--- src/rtl/seq_alu.sv ---
// seq_alu: handshaked ALU with registered result; define SEQ_ALU_MULDIV_EN for iterative MUL/DIVU/REMU
module seq_alu #(
  parameter int XLEN = 64,
  parameter int CNTW = $clog2(XLEN) + 1
) (
  input  logic            clk,
  input  logic            rst,
  input  logic            in_valid,
  output logic            in_ready,
  input  logic [XLEN-1:0] op1,
  input  logic [XLEN-1:0] op2,
  input  logic [3:0]      alu_sel,
  output logic            out_valid,
  input  logic            out_ready,
  output logic [XLEN-1:0] result,
  output logic            zero
);
`ifdef SEQ_ALU_MULDIV_EN
  typedef enum logic [1:0] {IDLE, BUSY, DONE} state_t;
`else
  typedef enum logic [0:0] {IDLE, DONE} state_t;
`endif
  state_t state, state_n, start_st;
  logic take, md;
  logic [XLEN-1:0] alu_res;
  assign take = in_valid & in_ready;
  assign zero = ~|result;
  always_comb begin
    alu_res = op1;
    case (alu_sel)
      4'b0000: alu_res = op1 & op2;
      4'b0001: alu_res = op1 | op2;
      4'b0010: alu_res = op1 + op2;
      4'b0110: alu_res = op1 - op2;
      4'b0011: alu_res = op1 ^ op2;
      4'b0111: alu_res = {{(XLEN-1){1'b0}}, $signed(op1) < $signed(op2)};
      4'b0101: alu_res = {{(XLEN-1){1'b0}}, op1 < op2};
      default: ;
    endcase
  end
`ifdef SEQ_ALU_MULDIV_EN
  logic [CNTW-1:0] cnt;
  logic [XLEN-1:0] a, b, c, md_res;
  logic [XLEN:0]   t, diff;
  logic [1:0]      md_op;
  logic            neg;
  assign md = alu_sel[3] & ~alu_sel[2] & ~(alu_sel[1] & alu_sel[0]);
  assign start_st = md ? BUSY : DONE;
  // a: accumulator/remainder, b: multiplicand/quotient, c: multiplier/divisor
  assign t = {a, b[XLEN-1]};
  assign diff = t - {1'b0, c};
  assign neg = diff[XLEN];
  assign md_res = md_op == 2'b01 ? b : a;
  always_ff @(posedge clk)
    if (rst) cnt <= '0;
    else if (take && md) begin
      a <= '0;
      b <= op1;
      c <= op2;
      md_op <= alu_sel[1:0];
      cnt <= CNTW'(XLEN);
    end else if (state == BUSY && cnt != '0) begin
      a <= md_op == 2'b00 ? a + (c[0] ? b : '0) : (neg ? t[XLEN-1:0] : diff[XLEN-1:0]);
      b <= md_op == 2'b00 ? b << 1 : {b[XLEN-2:0], ~neg};
      c <= md_op == 2'b00 ? c >> 1 : c;
      cnt <= cnt - CNTW'(1);
    end
`else
  assign md = 1'b0;
  assign start_st = DONE;
`endif
  always_ff @(posedge clk)
    state <= rst ? IDLE : state_n;
  always_comb begin
    state_n = state;
    in_ready = 1'b0;
    out_valid = 1'b0;
    case (state)
      IDLE: begin
        in_ready = 1'b1;
        if (in_valid) state_n = start_st;
      end
`ifdef SEQ_ALU_MULDIV_EN
      BUSY: if (cnt == '0) state_n = DONE;
`endif
      DONE: begin
        out_valid = 1'b1;
        in_ready = out_ready;
        if (out_ready) state_n = in_valid ? start_st : IDLE;
      end
      default: state_n = IDLE;
    endcase
  end
  always_ff @(posedge clk)
    if (rst) result <= '0;
    else if (take && !md) result <= alu_res;
`ifdef SEQ_ALU_MULDIV_EN
    else if (state == BUSY && cnt == '0) result <= md_res;
`endif
endmodule

--- config.mk ---
export PLATFORM = sky130hd
export DESIGN_NAME = seq_alu
export DESIGN_NICKNAME = d
export VERILOG_FILES = /design/src/rtl/seq_alu.sv
export SDC_FILE = /design/constraint.sdc
export NUM_CORES = 1
export LEC_CHECK = 0
export CORE_UTILIZATION = 40
export CTS_BUF_LIST = sky130_fd_sc_hd__clkbuf_8 sky130_fd_sc_hd__clkbuf_16
export DETAILED_ROUTE_END_ITERATION = 10
export GPL_TIMING_DRIVEN = 0
export HOLD_SLACK_MARGIN = 0.15
export PLACE_DENSITY = 0.66
export SETUP_SLACK_MARGIN = 0.1
export SLEW_MARGIN = 10
export SYNTH_ARGS = -nofsm -noshare
export SYNTH_HDL_FRONTEND = slang
export SYNTH_SLANG_ARGS = --single-unit
export TNS_END_PERCENT = 30
--- constraint.sdc ---
create_clock -name clk -period 5.71 [get_ports clk]
set_input_delay 1.4275 -clock clk [delete_from_list [all_inputs] [get_ports clk]]
set_output_delay 1.4275 -clock clk [all_outputs]
set_load 0.01 [all_outputs]
==> key figures <==
Logic synthesis
  – Register bit total from synthesis: 65
  – EDFF count, synth: 0
  – Ys Warns: 0
  – Sequential-to-total area share from yosys stat: 9.63%
  – Mapped Cells: 2022
  – Dominant synthesized flop cell: dfxtp_1
  – Cell with the most instances after synthesis: a21oi_1
  – Post-synth top area share: 18.1%
  – Asr flop ratio synth: 0%
  – Syn Std Cell Area: 13500 µm²
  – Library cells used by synthesis: 84
  – Mapped Nets: 2356
  – Top cells by area, synth: ha_1, dfxtp_1, a21oi_1
  – Syn_area_per_cell: roughly 6.7 µm²
  – Synth area leader: ha_1
  – Synth top cells by count: a21oi_1, inv_1, ha_1

Layout
  – P&R area growth vs syn: 22.7%
  – Design area: 16600 µm²
  – Number of nets in the final layout: between 2k and 3k
  – Fraction of final layout cells sized beyond drive strength 1: under 10%

Floorplan
  – Ports: 203
  – Chip Height: about 190 µm
  – Die area: 34500 µm²
  – Width of the die: between 150 and 200 µm
  – Core ar.: 32900 µm²
  – Starting Density: 41.1%
  – FP Rows: 66

Placement
  – Area of placed instances: 16100 µm²
  – Gp weighted congestion: 1.06
  – Place WS: -1300 ps
  – Port Buf Inserts: 200
  – Post-detail-place hpwl: 63700 µm

STA
  – Final Worst Setup Slack: 6.14 ps
  – Max Transition Viols Final: 0
  – Final setup viols: 0
  – RSZ-0062 raised after global routing: yes
  – Worst-Margin Slew: about 1400 ps
  – Clk_skew: 20.8 ps
  – Final hold viol count: 0
  – Post-route clock period utilization: 99.9%
  – Tmin final: around 5700 ps
  – Slew HR: under 10%
  – Fmax: around 180 MHz

Clock network
  – Root buf cell: clkbuf_16
  – CTS tree: done
  – Clock slew at reported path FFs: ~70 ps
  – Worst skew pair latency: about 400 ps
  – CTS Sinks: 65
  – Clk buf depth: 2
  – Htree depth: 3
  – CTS Buf Count: 9

Drt
  – Total wire length: slightly above 80000 µm
  – ANT nets after route: 0
  – Vias post-DR: 18.3k
  – Vias per std cell: about 7
  – DR iter-0 viols: 2530
  – DRC viols: 0
  – Wire per inst: 30.8 µm
  – Pre-antenna DRT Iters: 6

Global route
  – Vias in the first global route: 17.4k
  – Most Used Layer, Global Route: met2
  – Initial antenna violation count: 4
  – GRT Total Usage: a little under half
  – First-pass GRT wire length: around 120000 µm
  – M3 GR Usage: 17.3%
  – Total gr overflow: 0
  – Grt met1 use: 55.3%
  – Met2 GRT Util: 69.7%
  – Largest net degree at the start of global routing: 12

Power and ir drop
  – VDD IR-drop max: 0.184 mV
  – Pwr/cell area: 177 nW/µm²
  – Switching part of the total: 49.3%
  – Combinational fraction of design power: a little under three fifths
  – Clock share of power: between 20% and 30%
  – Reg power frac: 18.6%
  – Internal power: between 1 and 1.5 mW
  – Static Leak: roughly 6.9 nW
  – Net load switching power: 1.44 mW

Worst setup path
  – Crit start category: input pin
  – Setup CP Type: in2reg
  – Worst EP arrival: 6000 ps
  – WP data required: 6010 ps
  – Critical Path Sink Type: flip-flop
  – Flop-to-flop setup slack: 1720 ps
  – CP Max Fanout: 6

Min path
  – Worst Hold Class: reg2reg

Flow run
  – Max cap viols: 0

Status
  – Status: finished clean
area by class of cell:
class | instances | area (µm²)
diodes | 4 | 10.0
plain buffers | 132 | 548
clock buffers | 9 | 225
clock inverters | 6 | 108
fillers | 3414 | 16300
inverters | 202 | 758
multi-input cells | 1623 | 11000
flip-flops and latches | 65 | 1300
well taps | 442 | 553
repair buffers | 204 | 2040
per-stage QoR:
| stage | util, % | hold slack (ps) | cells | setup TNS, ps | power [mW] |
|---|---|---|---|---|---|
| 6_report | 50.5 | 466 | 2687 | 0 | 2.93 |
| 5_1_grt | 50.5 | 497 | 2684 | 0 | 3.02 |
| 4_1_cts | 50.2 | 474 | 2680 | 0 | 2.83 |
| 3_5_place_dp | 49.0 | 464 | 2665 | -36380 | 2.12 |
| 3_3_place_gp | 48.9 | 454 | 2664 | -35120 | 2.11 |
| 2_1_floorplan | - | 474 | 2022 | 0 | 1.43 |
repair_timing:
action / 4_1_cts / 5_1_grt
pin swaps: 0 / 4
hold endpoints to repair: 0 / 0
hold buffers: 0 / 0
endpoints found under the setup margin: 50 / 42
resized for setup: 16 / 30
setup buffers: 0 / 3
sequential cells by signal, indices dropped and copies added (netlist names):
name / flops
state: 1
result: 64
logic make-up after synthesis:
logic type | share of synthesized area [%]
adders and majority gates | 18.4
xor gates and xnor gates | 1.61
AOI/OAI and AO/OA | 39.5
muxes | 1.33
buffers and inverters | 9.41
and+or+nand+nor | 20.1
DFF | 9.63
worst max-delay path, cell delays in order:
cell,delay [ps]
clkdlybuf4s50_1,570
inv_1,70
ha_1,310
or2_1,330
or3_1,410
or3_1,400
nand2b_1,250
nor3_1,510
a21oi_1,280
a21o_1,360
o31ai_2,450
a21oi_1,130
o2111a_1,270
a211oi_1,220
per-layer routing:
metal / part of all wire (%) / vias to the layer above
met3: 13 / 460
met1: 37 / 8549
met4: 8.8 / 4
met5: 0.033 / -
li1: - / 7916
met2: 41 / 1417
worst paths after layout:
kind         depth (start not counted)                      end                    start
min                                  2  result[25]$_SDFFE_PP0P_  result[25]$_SDFFE_PP0P_
max reg2reg                          7  result[35]$_SDFFE_PP0P_         state$_SDFF_PP0_
max                                 14  result[54]$_SDFFE_PP0P_                  op1[35]
min reg2reg                          2  result[25]$_SDFFE_PP0P_  result[25]$_SDFFE_PP0P_
power groups by stage:
stage	combinational, mW	clock, mW	sequential (mW)
floorplan	0.885	0	0.549
global placement	1.56	0	0.551
detailed placement	1.57	0	0.551
CTS	1.58	0.709	0.541
global route	1.75	0.724	0.546
finish	1.67	0.716	0.545
placed cells by master, fill, tap and decap left out, types with 29 or more instances in the layout:
cell               n
a21oi_1          245
clkdlybuf4s50_1  200
inv_1            199
ha_1             196
nor2_1           177
o21ai_0          174
nand2_1          131
clkbuf_1         105
dfxtp_1           65
nor3_1            58
nand4_1           39
o211ai_1          37
o31ai_1           36
nor4_1            35
a211oi_1          34
nand3_1           33
a21o_1            30
o221ai_1          29
Note: power is estimated with default switching activity, not from simulation.
